==> src/rtl/sram_like_arbiter.sv <==
// Purpose : shares one sram-like downstream port between the inst-fetch and data requesters.
// Latency : req sampled in IDLE -> m_req next cycle; back-to-back grants in the m_data_ok cycle, no bubble.
// Backpr. : one transaction outstanding; losers (and the winner until addr_ok) simply hold req.
//
// Ports
//   clk, rst                      clock, asynchronous active-high reset
//   inst_* / data_*               upstream sram-like masters (req, wr, size, addr, wdata -> addr_ok, data_ok, rdata)
//   m_*                           downstream sram-like slave port (req, wr, size, addr, wdata <- addr_ok, data_ok, rdata)
//
// State: IDLE (nothing outstanding), ADDR (m_req high, waiting m_addr_ok),
// DATA (address accepted, waiting m_data_ok). Data requests beat inst requests.

module sram_like_arbiter (
    input  logic        clk,
    input  logic        rst,

    // instruction-fetch requester
    input  logic        inst_req,
    input  logic        inst_wr,
    input  logic [1:0]  inst_size,
    input  logic [31:0] inst_addr,
    input  logic [31:0] inst_wdata,
    output logic        inst_addr_ok,
    output logic        inst_data_ok,
    output logic [31:0] inst_rdata,

    // data-access requester
    input  logic        data_req,
    input  logic        data_wr,
    input  logic [1:0]  data_size,
    input  logic [31:0] data_addr,
    input  logic [31:0] data_wdata,
    output logic        data_addr_ok,
    output logic        data_data_ok,
    output logic [31:0] data_rdata,

    // downstream port
    output logic        m_req,
    output logic        m_wr,
    output logic [1:0]  m_size,
    output logic [31:0] m_addr,
    output logic [31:0] m_wdata,
    input  logic        m_addr_ok,
    input  logic        m_data_ok,
    input  logic [31:0] m_rdata
);

    // Request fields latched at grant time; the downstream port is driven
    // only from here so it stays stable while m_addr_ok is stalled.
    typedef struct packed {
        logic        wr;
        logic [1:0]  size;
        logic [31:0] addr;
        logic [31:0] wdata;
    } req_t;

    typedef enum logic [1:0] {
        ST_IDLE = 2'd0,
        ST_ADDR = 2'd1,
        ST_DATA = 2'd2
    } state_t;

    localparam logic GRANT_INST = 1'b0;
    localparam logic GRANT_DATA = 1'b1;

    state_t state_q, state_nxt;
    req_t   hold_q,  hold_nxt;
    logic   grant_q, grant_nxt;

    req_t   inst_fields;
    req_t   data_fields;
    logic   arb_en;
    logic   any_req;

    assign inst_fields = '{wr: inst_wr, size: inst_size, addr: inst_addr, wdata: inst_wdata};
    assign data_fields = '{wr: data_wr, size: data_size, addr: data_addr, wdata: data_wdata};
    assign any_req     = inst_req | data_req;

    // ------------------------------------------------------------------
    // State and holding registers
    // ------------------------------------------------------------------
    always_ff @(posedge clk or posedge rst) begin
        if (rst) begin
            state_q <= ST_IDLE;
            hold_q  <= '0;
            grant_q <= GRANT_INST;
        end else begin
            state_q <= state_nxt;
            hold_q  <= hold_nxt;
            grant_q <= grant_nxt;
        end
    end

    // ------------------------------------------------------------------
    // Next state, arbitration and upstream strobes
    // ------------------------------------------------------------------
    always_comb begin
        state_nxt    = state_q;
        hold_nxt     = hold_q;
        grant_nxt    = grant_q;
        arb_en       = 1'b0;
        m_req        = 1'b0;
        inst_addr_ok = 1'b0;
        data_addr_ok = 1'b0;
        inst_data_ok = 1'b0;
        data_data_ok = 1'b0;

        case (state_q)
            ST_IDLE: begin
                arb_en = 1'b1;
            end

            ST_ADDR: begin
                m_req = 1'b1;
                // m_data_ok is not looked at here, so a response overlapping
                // the address handshake is dropped.
                if (m_addr_ok) begin
                    inst_addr_ok = (grant_q == GRANT_INST);
                    data_addr_ok = (grant_q == GRANT_DATA);
                    state_nxt    = ST_DATA;
                end
            end

            ST_DATA: begin
                if (m_data_ok) begin
                    inst_data_ok = (grant_q == GRANT_INST);
                    data_data_ok = (grant_q == GRANT_DATA);
                    // Completion cycle doubles as an arbitration slot so a
                    // waiting requester issues next cycle without an IDLE bubble.
                    arb_en       = 1'b1;
                    state_nxt    = ST_IDLE;
                end
            end

            default: begin
                state_nxt = ST_IDLE;
            end
        endcase

        if (arb_en && any_req) begin
            state_nxt = ST_ADDR;
            if (data_req) begin
                grant_nxt = GRANT_DATA;
                hold_nxt  = data_fields;
            end else begin
                grant_nxt = GRANT_INST;
                hold_nxt  = inst_fields;
            end
        end
    end

    // ------------------------------------------------------------------
    // Downstream request fields and read-data fan-out
    // ------------------------------------------------------------------
    assign m_wr    = hold_q.wr;
    assign m_size  = hold_q.size;
    assign m_addr  = hold_q.addr;
    assign m_wdata = hold_q.wdata;

    // Read data is broadcast; only the data_ok strobes qualify it.
    assign inst_rdata = m_rdata;
    assign data_rdata = m_rdata;

endmodule
==> config.mk <==
export PLATFORM = sky130hd
export DESIGN_NAME = sram_like_arbiter
export DESIGN_NICKNAME = d
export VERILOG_FILES = /design/src/rtl/sram_like_arbiter.sv
export SDC_FILE = /design/constraint.sdc
export NUM_CORES = 1
export LEC_CHECK = 0
export ABC_AREA = 1
export CAP_MARGIN = 25
export CORE_AREA = 3 3 133 135
export DETAILED_ROUTE_END_ITERATION = 8
export DIE_AREA = 0 0 136 138
export GPL_TIMING_DRIVEN = 0
export SYNTH_ARGS = -nofsm -noshare
export SYNTH_HDL_FRONTEND = slang
export SYNTH_SLANG_ARGS = --single-unit
==> constraint.sdc <==
create_clock -name clk -period 5.3 [get_ports clk]
set_clock_uncertainty 0.15 [all_clocks]
set_input_delay 1.06 -clock clk [delete_from_list [all_inputs] [get_ports clk]]
set_output_delay 1.06 -clock clk [all_outputs]
set_load 0.03 [all_outputs]
==> results.yml, run 1 <==
setup_path:
  critPathBufInv: 3
  rr_worst_depth: 6
  critPathRequiredTime_ns: 4.09
  worstSetupPathType: "input port to output port"
  critical-path-top-delay-family: "buffers and inverters"
  r2r-end: "m_wdata[7]$_DFFE_PP0P_"
  r2r_start: "state_q[1]$_DFFE_PP0P_"
  critPathMaxFanout: 3
  crit_chain: "clkdlybuf4s50_1 -> inv_1 -> nor3_1 -> clkdlybuf4s50_1"
  critPathMaxStageDelay_ns: 0.72
  start_kind: "input port"
  r2r_setup_slack_ns: 3.76
  cp-end-kind: "output port"
  crit_path_top_delay_cell: "clkdlybuf4s50_1"
  arrival_ns: 2.53
  cp_common_cell: "clkdlybuf4s50_1"
synthesis:
  syn-cell-area_sq_um: 4150
  yosysTopAreaCellShare: 0.422
  avgSynthCellArea_sq_um: 6.97
  dominantRegCellSynth: "dfrtp_1"
  yosys.area.top_type: "dfrtp_1"
  syn_nets: 768
  synth.most_common_cell: "nand2_1"
  ys_warn_count: 0
  synth_edf_count: 0
  synthTopCellsByCount: "340 x nand2_1, 70 x dfrtp_1, 68 x buf_4, 68 x nand3_1, 19 x buf_2"
  synth.area.top_cells: "dfrtp_1 42%, nand2_1 31%, buf_4 12%"
  synth_async_sr_flop_share: 1.00
  synth_seq_area_share: 0.422
  ys_ff_latch: 70
  synthDistinctLibCells: 18
  synthCells: 596
cts:
  cts_tree: "built"
  htreeDepth: 3
  clock_sink_count: 70
  cts-root-buf: "clkbuf_16"
  clk_latency_ns: 0.32
  cts_hold_buf: 0
  clock_path_buffers: 2
  cts_setup_buffers: 0
  path_clk_slew_ns: 0.05
  ctsResizeCount: 0
  cts_made_buffers: 9
sta:
  rsz0062_at_grt: "false"
  finalHoldWorstSlack_ns: 0.324
  slew_headroom: 0.649
  min_period_over_period: 0.706
  maxSlewViolCount: 0
  fmax_ghz: 0.267
  setup_tns_ns: 0
  tightestPinTransition_ns: 0.526
  hold_viol_final: 0
  setup_viol: 0
  period_needed_ns: 3.74
min_path:
  hold_depth: 2
  holdPathEnd: "m_addr[9]$_DFFE_PP0P_"
  hp-class: "flip-flop to flip-flop"
  hold_start: "m_addr[9]$_DFFE_PP0P_"
drt:
  wl_per_cell_um: 14.0
  drt_pass1_iterations: 4
  via_count: 4524
  ant_nets: 0
  drt_iter0_drc: 174
  via_per_inst: 4.09
  drcViolationCount: 0
  totalWireLength_um: 15400
floorplanning:
  start_util: 0.250
  die_y_um: 138
  coreArea_sq_um: 16600
  ioPinCount: 308
  num_rows: 47
  die-area_sq_um: 18800
  die_w_um: 136
cells_and_area:
  syn2layout_area_growth_pct: 79.7
  drive_above_1_share: 0.126
  antenna_cells: 0
  nets: 1054
  stdcell_count: 1106
  fin_area_sq_um: 7460
  multiInputGateArea_sq_um: 1680
  seq_area_sq_um: 1750
  num-fill-cells: 1695
pwr:
  ir_worst_vdd_v: 0.000177
  power_mw: 3.41
  p_leak_nw: 3.73
  powerDensity_nw_per_um2: 457
placed_design:
  dp.cells: 1091
  gp_congestion: 0.751
  io_buffers: 274
  hpwl_um: 12300
  place_area_sq_um: 7190
global_routing:
  first_global_vias: 4615
  grt_pass1_wl_um: 24600
  grt_usage: 0.163
  grt_remaining_overflow: 0
  grt_max_degree: 41
  antenna_found_initial: 0
outcome:
  outcome: "completed"
job:
  maxCapViolCount: 0
## per-stage QoR
| step | worst slack, ns | util |
|---|---|---|
| after floorplan | 2.28 | - |
| after detailed placement | 1.54 | 0.434 |
| after CTS | 1.52 | 0.450 |
| final | 1.56 | 0.450 |
| after global placement | 0.906 | 0.432 |
| after global routing | 1.47 | 0.450 |
## worst max path at each step
stage          startpoint                      to  slack, ns  cells after the start
2_1_floorplan   m_data_ok            data_data_ok       2.28                      2
3_3_place_gp          rst  m_addr[27]$_DFFE_PP0P_       0.91                      2
3_5_place_dp    m_data_ok            data_data_ok       1.54                      4
4_1_cts         m_data_ok            data_data_ok       1.52                      4
5_1_grt         m_data_ok            data_data_ok       1.47                      4
6_report        m_data_ok            data_data_ok       1.56                      4
## logic make-up after synthesis
logic type,after synthesis,share of synthesized area
AND/OR/NAND/NOR,417,0.403
flip-flops,70,0.422
buffers and inverters,107,0.173
AO/OA/AOI/OAI,2,0.00241
## tightest hold or removal path, delay by kind of cell (launching register included)
family           cells  cell delay, ns
AND/OR/NAND/NOR      2            0.11
flip-flops           1            0.33
## layout make-up
type / instances / share of cell area
Timing Repair Buffer: 275 / 0.370
Sequential cell: 70 / 0.235
Multi-Input combinational cell: 419 / 0.225
Buffer: 100 / 0.0927
Tap cell: 220 / 0.0369
Clock buffer: 14 / 0.0354
Inverter: 7 / 0.00386
Clock inverter: 1 / 0.000671
## per-layer routing
layer,vias to the layer above,track usage,share of wire
li1,2338,-,-
met1,1983,0.203,0.42
met2,180,0.268,0.48
met3,23,0.0494,0.082
met4,0,0.0573,0.023
met5,-,0,0
## power breakdown
group	total, mW	switching [mW]	leakage [nW]	internal [mW]
registers	0.926	0.139	0.872	0.787
logic	1.93	1.14	2.73	0.785
clock network	0.557	0.217	0.133	0.340
total	3.41	1.50	3.73	1.91
## registers in the layout (all words and copies together), names as in the netlist
register / flops
grant_q: 1
m_addr: 32
m_wdata: 32
m_size: 2
state_q: 2
m_wr: 1
## placed cells by master, fill, tap and decap left out, types with 2 or more instances in the layout
master and n:
nor3_1 2, clkbuf_16 9, dfrtp_1 70, buf_6 5
inv_1 4, nand2_1 340, buf_1 3, inv_2 2
nand3_1 68, clkdlybuf4s50_1 274, buf_2 19, buf_4 68
clkbuf_8 2, clkbuf_1 8, nor2_1 3
Power figures use the tool's default switching activity.
==> inputs of run 2 (changes only) <==
==> constraint.sdc (replaced) <==
create_clock -name clk -period 3.9 [get_ports clk]
set_clock_uncertainty 0.15 [all_clocks]
set_input_delay 0.78 -clock clk [delete_from_list [all_inputs] [get_ports clk]]
set_output_delay 0.78 -clock clk [all_outputs]
set_load 0.03 [all_outputs]
==> results of run 2 <==
Same layout as run 1 (identical final DEF). Status: completed.
Among the figures that moved: setup slack after placement 1.54 ns -> 0.696 ns; setup slack after layout 1.56 ns -> 0.719 ns; register-to-register setup slack 3.76 ns -> 2.36 ns; total power 3.41 mW -> 4.63 mW; worst IR drop on VDD 0.000177 V -> 0.000241 V
